$ cat src/rtl/pipe_ctrl_pkg.sv
// Shared types and default timing constants for the pipeline stall/flush controller.
package pipe_ctrl_pkg;

    typedef enum logic [1:0] {
        ST_RUN       = 2'd0,
        ST_MD_WAIT   = 2'd1,
        ST_EXC_DRAIN = 2'd2,
        ST_EXC_REDIR = 2'd3
    } ctrl_state_e;

    localparam int MD_LAT_DEF    = 32;
    localparam int EXC_DRAIN_DEF = 2;
    localparam int CNT_W_DEF     = 6;

endpackage

$ cat src/rtl/hazard_down_counter.sv
// Loadable down-counter shared by the mult/div wait and exception drain phases.
// Load wins over decrement; the counter saturates at zero.
module hazard_down_counter #(
    parameter int CNT_W = 6
) (
    input  logic             clk,
    input  logic             rst_n,
    input  logic             load_i,
    input  logic [CNT_W-1:0] load_val_i,
    input  logic             dec_i,
    output logic             zero_o
);

    logic [CNT_W-1:0] cnt_q;
    logic [CNT_W-1:0] cnt_d;

    always_comb begin
        cnt_d = cnt_q;
        if (load_i) begin
            cnt_d = load_val_i;
        end else if (dec_i && (cnt_q != '0)) begin
            cnt_d = cnt_q - 1'b1;
        end
    end

    always_ff @(posedge clk) begin
        if (!rst_n) begin
            cnt_q <= '0;
        end else begin
            cnt_q <= cnt_d;
        end
    end

    assign zero_o = (cnt_q == '0);

endmodule

$ cat src/rtl/pipe_hazard_ctrl.sv
// Prioritised stall/flush controller for the 5-stage pipeline (zero-latency responses).
// Optional perf counters enabled with HAZ_PERF_EN; otherwise stall_cnt/flush_cnt read zero.
module pipe_hazard_ctrl
    import pipe_ctrl_pkg::*;
#(
    parameter int MD_LAT    = MD_LAT_DEF,
    parameter int EXC_DRAIN = EXC_DRAIN_DEF,
    parameter int CNT_W     = CNT_W_DEF
) (
    input  logic        clk,
    input  logic        rst_n,
    input  logic        lu_hazard,
    input  logic        br_hazard,
    input  logic        skip_flush,
    input  logic        md_start,
    input  logic        exc_req,
    output logic        pc_write,
    output logic        if_id_write,
    output logic        id_ex_bubble,
    output logic        if_flush,
    output logic        ex_flush,
    output logic        pc_sel_exc,
    output logic        md_busy,
    output logic [31:0] stall_cnt,
    output logic [31:0] flush_cnt
);

    localparam logic [CNT_W-1:0] MD_LOAD  = CNT_W'(MD_LAT - 1);
    localparam logic [CNT_W-1:0] EXC_LOAD = CNT_W'(EXC_DRAIN - 1);

    ctrl_state_e      state_q;
    ctrl_state_e      state_d;
    logic             cnt_load;
    logic [CNT_W-1:0] cnt_load_val;
    logic             cnt_dec;
    logic             cnt_zero;

    hazard_down_counter #(
        .CNT_W (CNT_W)
    ) u_cnt (
        .clk        (clk),
        .rst_n      (rst_n),
        .load_i     (cnt_load),
        .load_val_i (cnt_load_val),
        .dec_i      (cnt_dec),
        .zero_o     (cnt_zero)
    );

    always_ff @(posedge clk) begin
        if (!rst_n) begin
            state_q <= ST_RUN;
        end else begin
            state_q <= state_d;
        end
    end

    always_comb begin
        state_d      = state_q;
        cnt_load     = 1'b0;
        cnt_load_val = '0;
        cnt_dec      = 1'b0;
        pc_write     = 1'b0;
        if_id_write  = 1'b0;
        id_ex_bubble = 1'b0;
        if_flush     = 1'b0;
        ex_flush     = 1'b0;
        pc_sel_exc   = 1'b0;
        md_busy      = 1'b0;
        if (rst_n) begin
            case (state_q)
                ST_RUN, ST_MD_WAIT: begin
                    if (exc_req) begin
                        // Accept cycle still reports the aborted mult/div as busy.
                        ex_flush     = 1'b1;
                        if_flush     = 1'b1;
                        id_ex_bubble = 1'b1;
                        md_busy      = (state_q == ST_MD_WAIT);
                        cnt_load     = 1'b1;
                        cnt_load_val = EXC_LOAD;
                        state_d      = ST_EXC_DRAIN;
                    end else if (state_q == ST_MD_WAIT) begin
                        id_ex_bubble = 1'b1;
                        md_busy      = 1'b1;
                        if (cnt_zero) begin
                            state_d = ST_RUN;
                        end else begin
                            cnt_dec = 1'b1;
                        end
                    end else if (md_start) begin
                        pc_write     = 1'b1;
                        if_id_write  = 1'b1;
                        cnt_load     = 1'b1;
                        cnt_load_val = MD_LOAD;
                        state_d      = ST_MD_WAIT;
                    end else if (lu_hazard || br_hazard) begin
                        // Stalled branch re-presents next cycle, so skip_flush is dropped here.
                        id_ex_bubble = 1'b1;
                    end else begin
                        pc_write    = 1'b1;
                        if_id_write = 1'b1;
                        if_flush    = skip_flush;
                    end
                end
                ST_EXC_DRAIN: begin
                    id_ex_bubble = 1'b1;
                    if (cnt_zero) begin
                        state_d = ST_EXC_REDIR;
                    end else begin
                        cnt_dec = 1'b1;
                    end
                end
                ST_EXC_REDIR: begin
                    pc_write   = 1'b1;
                    pc_sel_exc = 1'b1;
                    if_flush   = 1'b1;
                    state_d    = ST_RUN;
                end
                default: begin
                    state_d = ST_RUN;
                end
            endcase
        end
    end

`ifdef HAZ_PERF_EN
    logic [31:0] stall_cnt_q;
    logic [31:0] flush_cnt_q;

    always_ff @(posedge clk) begin
        if (!rst_n) begin
            stall_cnt_q <= '0;
            flush_cnt_q <= '0;
        end else begin
            if (!pc_write) begin
                stall_cnt_q <= stall_cnt_q + 32'd1;
            end
            if (if_flush) begin
                flush_cnt_q <= flush_cnt_q + 32'd1;
            end
        end
    end

    assign stall_cnt = stall_cnt_q;
    assign flush_cnt = flush_cnt_q;
`else
    assign stall_cnt = 32'd0;
    assign flush_cnt = 32'd0;
`endif

endmodule

$ cat config.mk
export PLATFORM = sky130hd
export DESIGN_NAME = pipe_hazard_ctrl
export DESIGN_NICKNAME = d
export VERILOG_FILES = /design/src/rtl/pipe_ctrl_pkg.sv /design/src/rtl/hazard_down_counter.sv /design/src/rtl/pipe_hazard_ctrl.sv
export SDC_FILE = /design/constraint.sdc
export NUM_CORES = 1
export LEC_CHECK = 0
export ABC_AREA = 1
export CAP_MARGIN = 20
export CORE_MARGIN = 2
export CORE_UTILIZATION = 36
export CTS_CLUSTER_DIAMETER = 120
export DETAILED_ROUTE_END_ITERATION = 10
export PLACE_DENSITY = 0.91
export SLEW_MARGIN = 20
export SYNTH_ARGS = -nofsm -noshare
export SYNTH_HDL_FRONTEND = slang
export SYNTH_HIERARCHICAL = 1
export SYNTH_SLANG_ARGS = --single-unit
$ cat constraint.sdc
create_clock -name clk -period 2.25 [get_ports clk]
set_clock_uncertainty 0.15 [all_clocks]
set_input_delay 0.225 -clock clk [delete_from_list [all_inputs] [get_ports clk]]
set_output_delay 0.225 -clock clk [all_outputs]
set_load 0.05 [all_outputs]
==> metrics.md, run 1 <==
| Metric | Value |
|---|---|
| Total track usage | between 10% and 20% |
| Die area | 0.00361 mm² |
| CTS tree | built |
| Hold depth | 2 |
| Worst IR drop on VDD | 384 µV |
| Fmax | 0.493 GHz |
| CP endpoint kind | register |
| P per Cell Area | 711 mW/mm² |
| Post-synth EDFFs | 0 |
| Most frequent cell on the critical path | nand2_1 |
| DP HPWL | around 1600 µm |
| Worst r2r src | u_cnt/cnt_q[0] |
| Total grt overflow | 0 |
| RSZ-0062 raised after global routing | false |
| Worst min-delay path class | register to register |
| Die height | 60.1 µm |
| Gpl congestion | between 0.9 and 1 |
| Register area share after synthesis | between 10% and 20% |
| Slowest-stage cell, CP | dfxtp_1 |
| Final Max Tran Viols | 0 |
| H-tree depth | 1 |
| Vias/cell | a little under 4 |
| Worst-path clk slew | approximately 50 ps |
| Worst-Margin Slew | 512 ps |
| Row cnt | 20 |
| Post-detailed-route count of antenna-violating nets | 0 |
| Initial antenna violation count | 0 |
| Yosys reg bits | 8 |
| Ports | 78 |
| Ys Warns | 6 |
| M2 GR Usage | 19.1% |
| Met1 Track Usage GR | between 10% and 20% |
| WL final | about 1900 µm |
| Register-to-Register Path Depth | 11 |
| Cells after synthesis | 176 |
| Core area | between 0.003 and 0.004 mm² |
| LEAKAGE | a little over 0.6 nW |
| Setup TNS | 0 ps |
| Most frequent cells in the layout | conb_1 (65), nand2_1 (33), nor2_1 (15) |
| Post-route cell area | approximately 0.0012 mm² |
| Drt drc | 0 |
| Netlist cell types | 22 |
| Vias in the first global route | between 600 and 700 |
| Pre-antenna DRT Iters | 4 |
| Pin count of the biggest net entering global routing | 14 |
| Initial Utilization | between 30 and 40% |
| Worst R2R Setup Slack | roughly 220 ps |
| Reg2reg end | u_cnt/cnt_q[0] |
| Slew margin rel. | ~66% |
| CTS Hold Bufs | 0 |
| Gr busiest metal | met2 |
| Most common cell after layout, fill and taps aside | conb_1 |
| Area grow syn2layout | 3.53% |
| CTS resizes | 0 |
| Post-layout minimum cycle time | about 2000 ps |
| Final hold vios | 0 |
| Final #Nets | between 200 and 250 |
| Post-synthesis cell area | between 0.001 and 0.0015 mm² |
| Final setup vio count | 0 |
| Post-CTS setup repair buffer count | 0 |
| CP cell instances | inv_1 -> ha_1 -> nand3_2 -> inv_1 -> a21oi_2 -> nand2_1 -> nor2_1 -> nand2_1 -> nand2_2 -> nand2_1 -> a21oi_1 |
| CTS sink count | 8 |
| Total number of vias | 921 |
| Antenna Cells | 0 |
| First-pass GRT wire length | roughly 2900 µm |
| Critical-path maximum fanout | 6 |
| Async SR Flop Fraction | 0% |
| Hold Crit Start | u_cnt/cnt_q[0] |
| PortBufs | 13 |
| Hold EP | u_cnt/cnt_q[0] |
| Root buf cell | clkbuf_4 |
| Top_reg_cell synth | dfxtp_1 |
| Num CTS Buffers | 3 |
| Required time worst endpoint | roughly 2300 ps |
| Final period utilization | between 90% and 100% |
| Die width | about 60 µm |
| Worst-skew pair later-pin latency | about 260 ps |
| Max Cap Viol | 0 |
| Status | finished clean |
| Met3 usage | under 10% |
| Mean Syn Cell Area | between 6 and 7 µm² |
| DRT iter0 DRCs | 23 |
| Longest Clk Path Bufs | 2 |
| Placement Cell Area | around 0.0012 mm² |
| Delay of the slowest cell on the worst path | 350 ps |
| Setup crit start kind | register |
| CP Class | register to register |
| Worst path arrival time | a little over 2000 ps |
| Per-cell routed wire length | approximately 8 µm |
| Layout cells sized above 1 | 12.5% |
==> cells by family after synthesis <==
group | synth area share [%]
buffers and inverters | 47.5
xor gates and xnor gates | 0.773
DFF | 14.1
other | 0.331
adders and majority gates | 2.21
AOI/OAI and AO/OA | 7.95
and+or+nand+nor | 27.2
==> cells in the mapped netlist (2+ instances only) <==
cell type	number	area, µm²
nand2_2	3	18.8
inv_2	3	11.3
nor3_1	4	20.0
nand2_1	33	124
buf_4	64	480
inv_1	11	41.3
nor2_1	15	56.3
nor2_2	4	25.0
dfxtp_1	8	160
ha_1	2	25.0
o21ai_0	3	15.0
a21oi_1	9	45.0
nand3_1	8	40.0
==> how the worst max path moves through the flow <==
| stage | to | cells after the start | startpoint |
|---|---|---|---|
| finish | u_cnt/cnt_q[0] | 11 | u_cnt/cnt_q[0] |
| global route | u_cnt/cnt_q[0] | 11 | u_cnt/cnt_q[0] |
| CTS | u_cnt/cnt_q[0] | 11 | u_cnt/cnt_q[0] |
| detailed placement | u_cnt/cnt_q[0] | 11 | u_cnt/cnt_q[0] |
| global placement | u_cnt/cnt_q[2] | 11 | u_cnt/cnt_q[0] |
| floorplan | if_id_write | 3 | state_q[1] |
==> sequential cells by signal (all words and copies together), names as in the netlist <==
name	cells
u_cnt/cnt_q	6
state_q	2
==> critical path: cells and delay by family (launching register included) <==
family | cells | cell delay (ps)
simple gates | 6 | 800
flops | 1 | 350
compound gates | 2 | 250
fa+ha+maj | 1 | 240
buf+inv | 2 | 180
==> per-stage QoR <==
| stage | hold WS, ps | power (mW) | instances | utilization, % | setup WS [ps] |
|---|---|---|---|---|---|
| after global placement | 312 | 0.711 | 233 | 38.0 | 302 |
| after global routing | 366 | 0.890 | 236 | 38.8 | 66.8 |
| after CTS | 343 | 0.837 | 236 | 38.8 | 198 |
| final | 335 | 0.835 | 236 | 38.8 | 223 |
| after detailed placement | 336 | 0.721 | 233 | 38.0 | 212 |
| after floorplan | 214 | 0.710 | 240 | - | 222 |
==> area by class of cell <==
class	instances	area, µm²
fillers	324	1850
multi-input cells	153	676
repair buffers	14	208
flip-flops and latches	8	160
well taps	44	55.1
inverters	14	52.6
clock buffers	3	22.5
==> metal layers <==
metal / part of all wire, % / wire (µm) / vias to the layer above
met3: 7.7 / 144 / 4
met4: 1.7 / 32 / 0
li1: - / - / 452
met5: 0 / 0 / -
met1: 38 / 703 / 407
met2: 53 / 989 / 58
==> power breakdown <==
group	switching, mW	total (mW)	internal [mW]
logic	0.416	0.540	0.124
registers	0.0218	0.183	0.161
clock network	0.0510	0.112	0.0612
No activity file was read; power rests on OpenSTA's default activity.
==> inputs of run 2 (changes only) <==
--- a/config.mk
+++ b/config.mk
@@ -7,6 +7,7 @@
 export LEC_CHECK = 0
 export ABC_AREA = 1
 export CAP_MARGIN = 20
+export CORE_ASPECT_RATIO = 1.1
 export CORE_MARGIN = 2
 export CORE_UTILIZATION = 36
 export CTS_CLUSTER_DIAMETER = 120
==> run 2 against run 1 <==
  * Total power is essentially flat
  * Worst setup slack better by 2.3 ps
  * Routed wire length is 1.2% lower
  * Non-clock buffer count is the same
  * Combinational power about the same
  * Fmax grew 0.11%
  * Critical path type unchanged
  * Largest power group unchanged
==> metrics.md, run 2 (synthesis results as in run 1) <==
| Metric | Value |
|---|---|
| Fillers | between 300 and 400 |
| Total grt overflow | 0 |
| CP bufs+invs | 2 |
| P per Cell Area | slightly above 700 mW/mm² |
| Setup TNS | 0 ps |
| Hold depth | 2 |
| Register-to-Register Path Depth | 11 |
| Die width | around 58 µm |
| Num CTS Buffers | 3 |
| Pre-antenna DRT Iters | 4 |
| Reg2reg end | u_cnt/cnt_q[2] |
| Most frequent cell on the critical path | nand2_1 |
| Antenna Cells | 0 |
| Fmax | 0.494 GHz |
| Initial antenna violation count | 0 |
| Worst R2R Setup Slack | around 220 ps |
| RSZ-0062 raised after global routing | false |
| Post-layout util | roughly two fifths |
| Max reg flops | 6 |
| CTS tree | built |
| DRT iter0 DRCs | 36 |
| Root buf cell | clkbuf_4 |
| H-tree depth | 1 |
| Post-CTS setup repair buffer count | 0 |
| Status | finished clean |
| Final Max Tran Viols | 0 |
| Total track usage | roughly 10% |
| Worst-Margin Slew | around 540 ps |
| Most frequent cells in the layout | conb_1 (65), nand2_1 (33), nor2_1 (15) |
| Multi-input gate area | slightly below 700 µm² |
| LEAKAGE | between 0.6 and 0.7 nW |
| Initial Utilization | 37.5% |
| Worst-skew pair later-pin latency | about 260 ps |
| Hold Crit Start | u_cnt/cnt_q[0] |
| Post-detailed-route count of antenna-violating nets | 0 |
| Registers with the most flip-flops | u_cnt/cnt_q x6, state_q x2 |
| Final #Nets | 203 |
| Register Area | 160 µm² |
| CP Class | register to register |
| Longest Clk Path Bufs | 2 |
| Vias/cell | about 3.9 |
| Slowest-stage cell, CP | dfxtp_1 |
| Worst path arrival time | just over 2000 ps |
| First-pass GRT wire length | 3020 µm |
| Worst IR drop on VDD | approximately 350 µV |
| Critical-path maximum fanout | 6 |
| Required time worst endpoint | 2290 ps |
| Hold EP | u_cnt/cnt_q[0] |
| CTS resizes | 0 |
| WL final | 1850 µm |
| CP cell instances | inv_1 -> ha_1 -> nand3_2 -> inv_1 -> a21oi_2 -> nand2_1 -> nor2_1 -> nand2_1 -> nand2_2 -> nand2_1 -> a21oi_1 |
| Drt drc | 0 |
| Worst-path clk slew | ~50 ps |
| Die height | 62.9 µm |
| Die area | roughly 0.0036 mm² |
| DP HPWL | roughly 1500 µm |
| Post-layout minimum cycle time | 2030 ps |
| Final hold vios | 0 |
| Delay of the slowest cell on the worst path | ~340 ps |
| Worst min-delay path class | register to register |
| Placement Cell Area | 0.00114 mm² |
| Most common cell after layout, fill and taps aside | conb_1 |
| Final setup vio count | 0 |
| Max Cap Viol | 0 |
| Vias in the first global route | 733 |
| Final period utilization | 90.0% |
| Layout cells sized above 1 | between 10 and 15% |
| Area grow syn2layout | 2.43% |
| Largest register by flop count | u_cnt/cnt_q |
| Total number of vias | 890 |
| Worst r2r src | u_cnt/cnt_q[0] |
| Post-route cell area | 0.00116 mm² |
| CTS Hold Bufs | 0 |
| Pin count of the biggest net entering global routing | 13 |
| PortBufs | 13 |
| Ports | between 70 and 80 |
| CTS sink count | 8 |
| Core area | 0.00302 mm² |
| Row cnt | 21 |
| Gpl congestion | 0.873 |
| CP endpoint kind | register |
| Per-cell routed wire length | slightly above 8 µm |
| Slew margin rel. | 63.6% |
| Crit path max-delay family | simple AND/OR/NAND/NOR gates |
| Setup crit start kind | register |
-- run 2: cell counts in the layout (fill, tap and decap cells not counted) --
Identical to the previous run, type by type.
-- run 2: worst max-delay path by stage --
| stage | from | endpoint | slack (ps) | cells after the start |
|---|---|---|---|---|
| after global routing | u_cnt/cnt_q[0] | u_cnt/cnt_q[0] | 10 | 11 |
| final | u_cnt/cnt_q[0] | u_cnt/cnt_q[2] | 220 | 11 |
| after global placement | exc_req | u_cnt/cnt_q[2] | 240 | 8 |
| after detailed placement | exc_req | u_cnt/cnt_q[2] | 170 | 8 |
| after floorplan | state_q[1] | if_id_write | 220 | 3 |
| after CTS | u_cnt/cnt_q[0] | u_cnt/cnt_q[2] | 230 | 11 |
-- run 2: tightest hold or removal path, delay by kind of cell (launching register included) --
family | cells | cell delay (ps)
AND/OR/NAND/NOR | 1 | 60
AO/OA/AOI/OAI | 1 | 50
flip-flops | 1 | 310
-- run 2: report_power, final --
| part | switching (mW) | leakage (nW) | internal [mW] |
|---|---|---|---|
| logic | 0.417 | 0.538 | 0.124 |
| registers | 0.0219 | 0.0659 | 0.161 |
| clock network | 0.0504 | 0.0138 | 0.0611 |
-- run 2: through the flow --
step,worst slack [ps],cells,hold WS [ps],power (mW)
detailed placement,168,223,326,0.719
global placement,244,223,309,0.709
CTS,232,226,333,0.835
global route,12.1,226,367,0.889
floorplan,222,240,214,0.710
finish,225,226,329,0.835
-- run 2: layout make-up --
type	instances	area share, %
Multi-Input combinational cell	153	58.2
Timing Repair Buffer	14	17.9
Sequential cell	8	13.8
Inverter	14	4.53
Tap cell	34	3.66
Clock buffer	3	1.94
-- run 2: metal layers --
layer / vias up / track usage, % / part of all wire [%]
met2: 57 / 17.8 / 52
met5: - / 0 / 0
li1: 451 / - / -
met3: 3 / 1.86 / 9.6
met1: 379 / 11.6 / 37
met4: 0 / 4.07 / 1.2
==> inputs of run 3 (changes only) <==
--- a/config.mk
+++ b/config.mk
@@ -6,7 +6,6 @@
 export NUM_CORES = 1
 export LEC_CHECK = 0
 export ABC_AREA = 1
-export CAP_MARGIN = 20
 export CORE_ASPECT_RATIO = 1.1
 export CORE_MARGIN = 2
 export CORE_UTILIZATION = 36
==> results of run 3 <==
No change in the layout: final DEF, timing and power equal those of run 2.
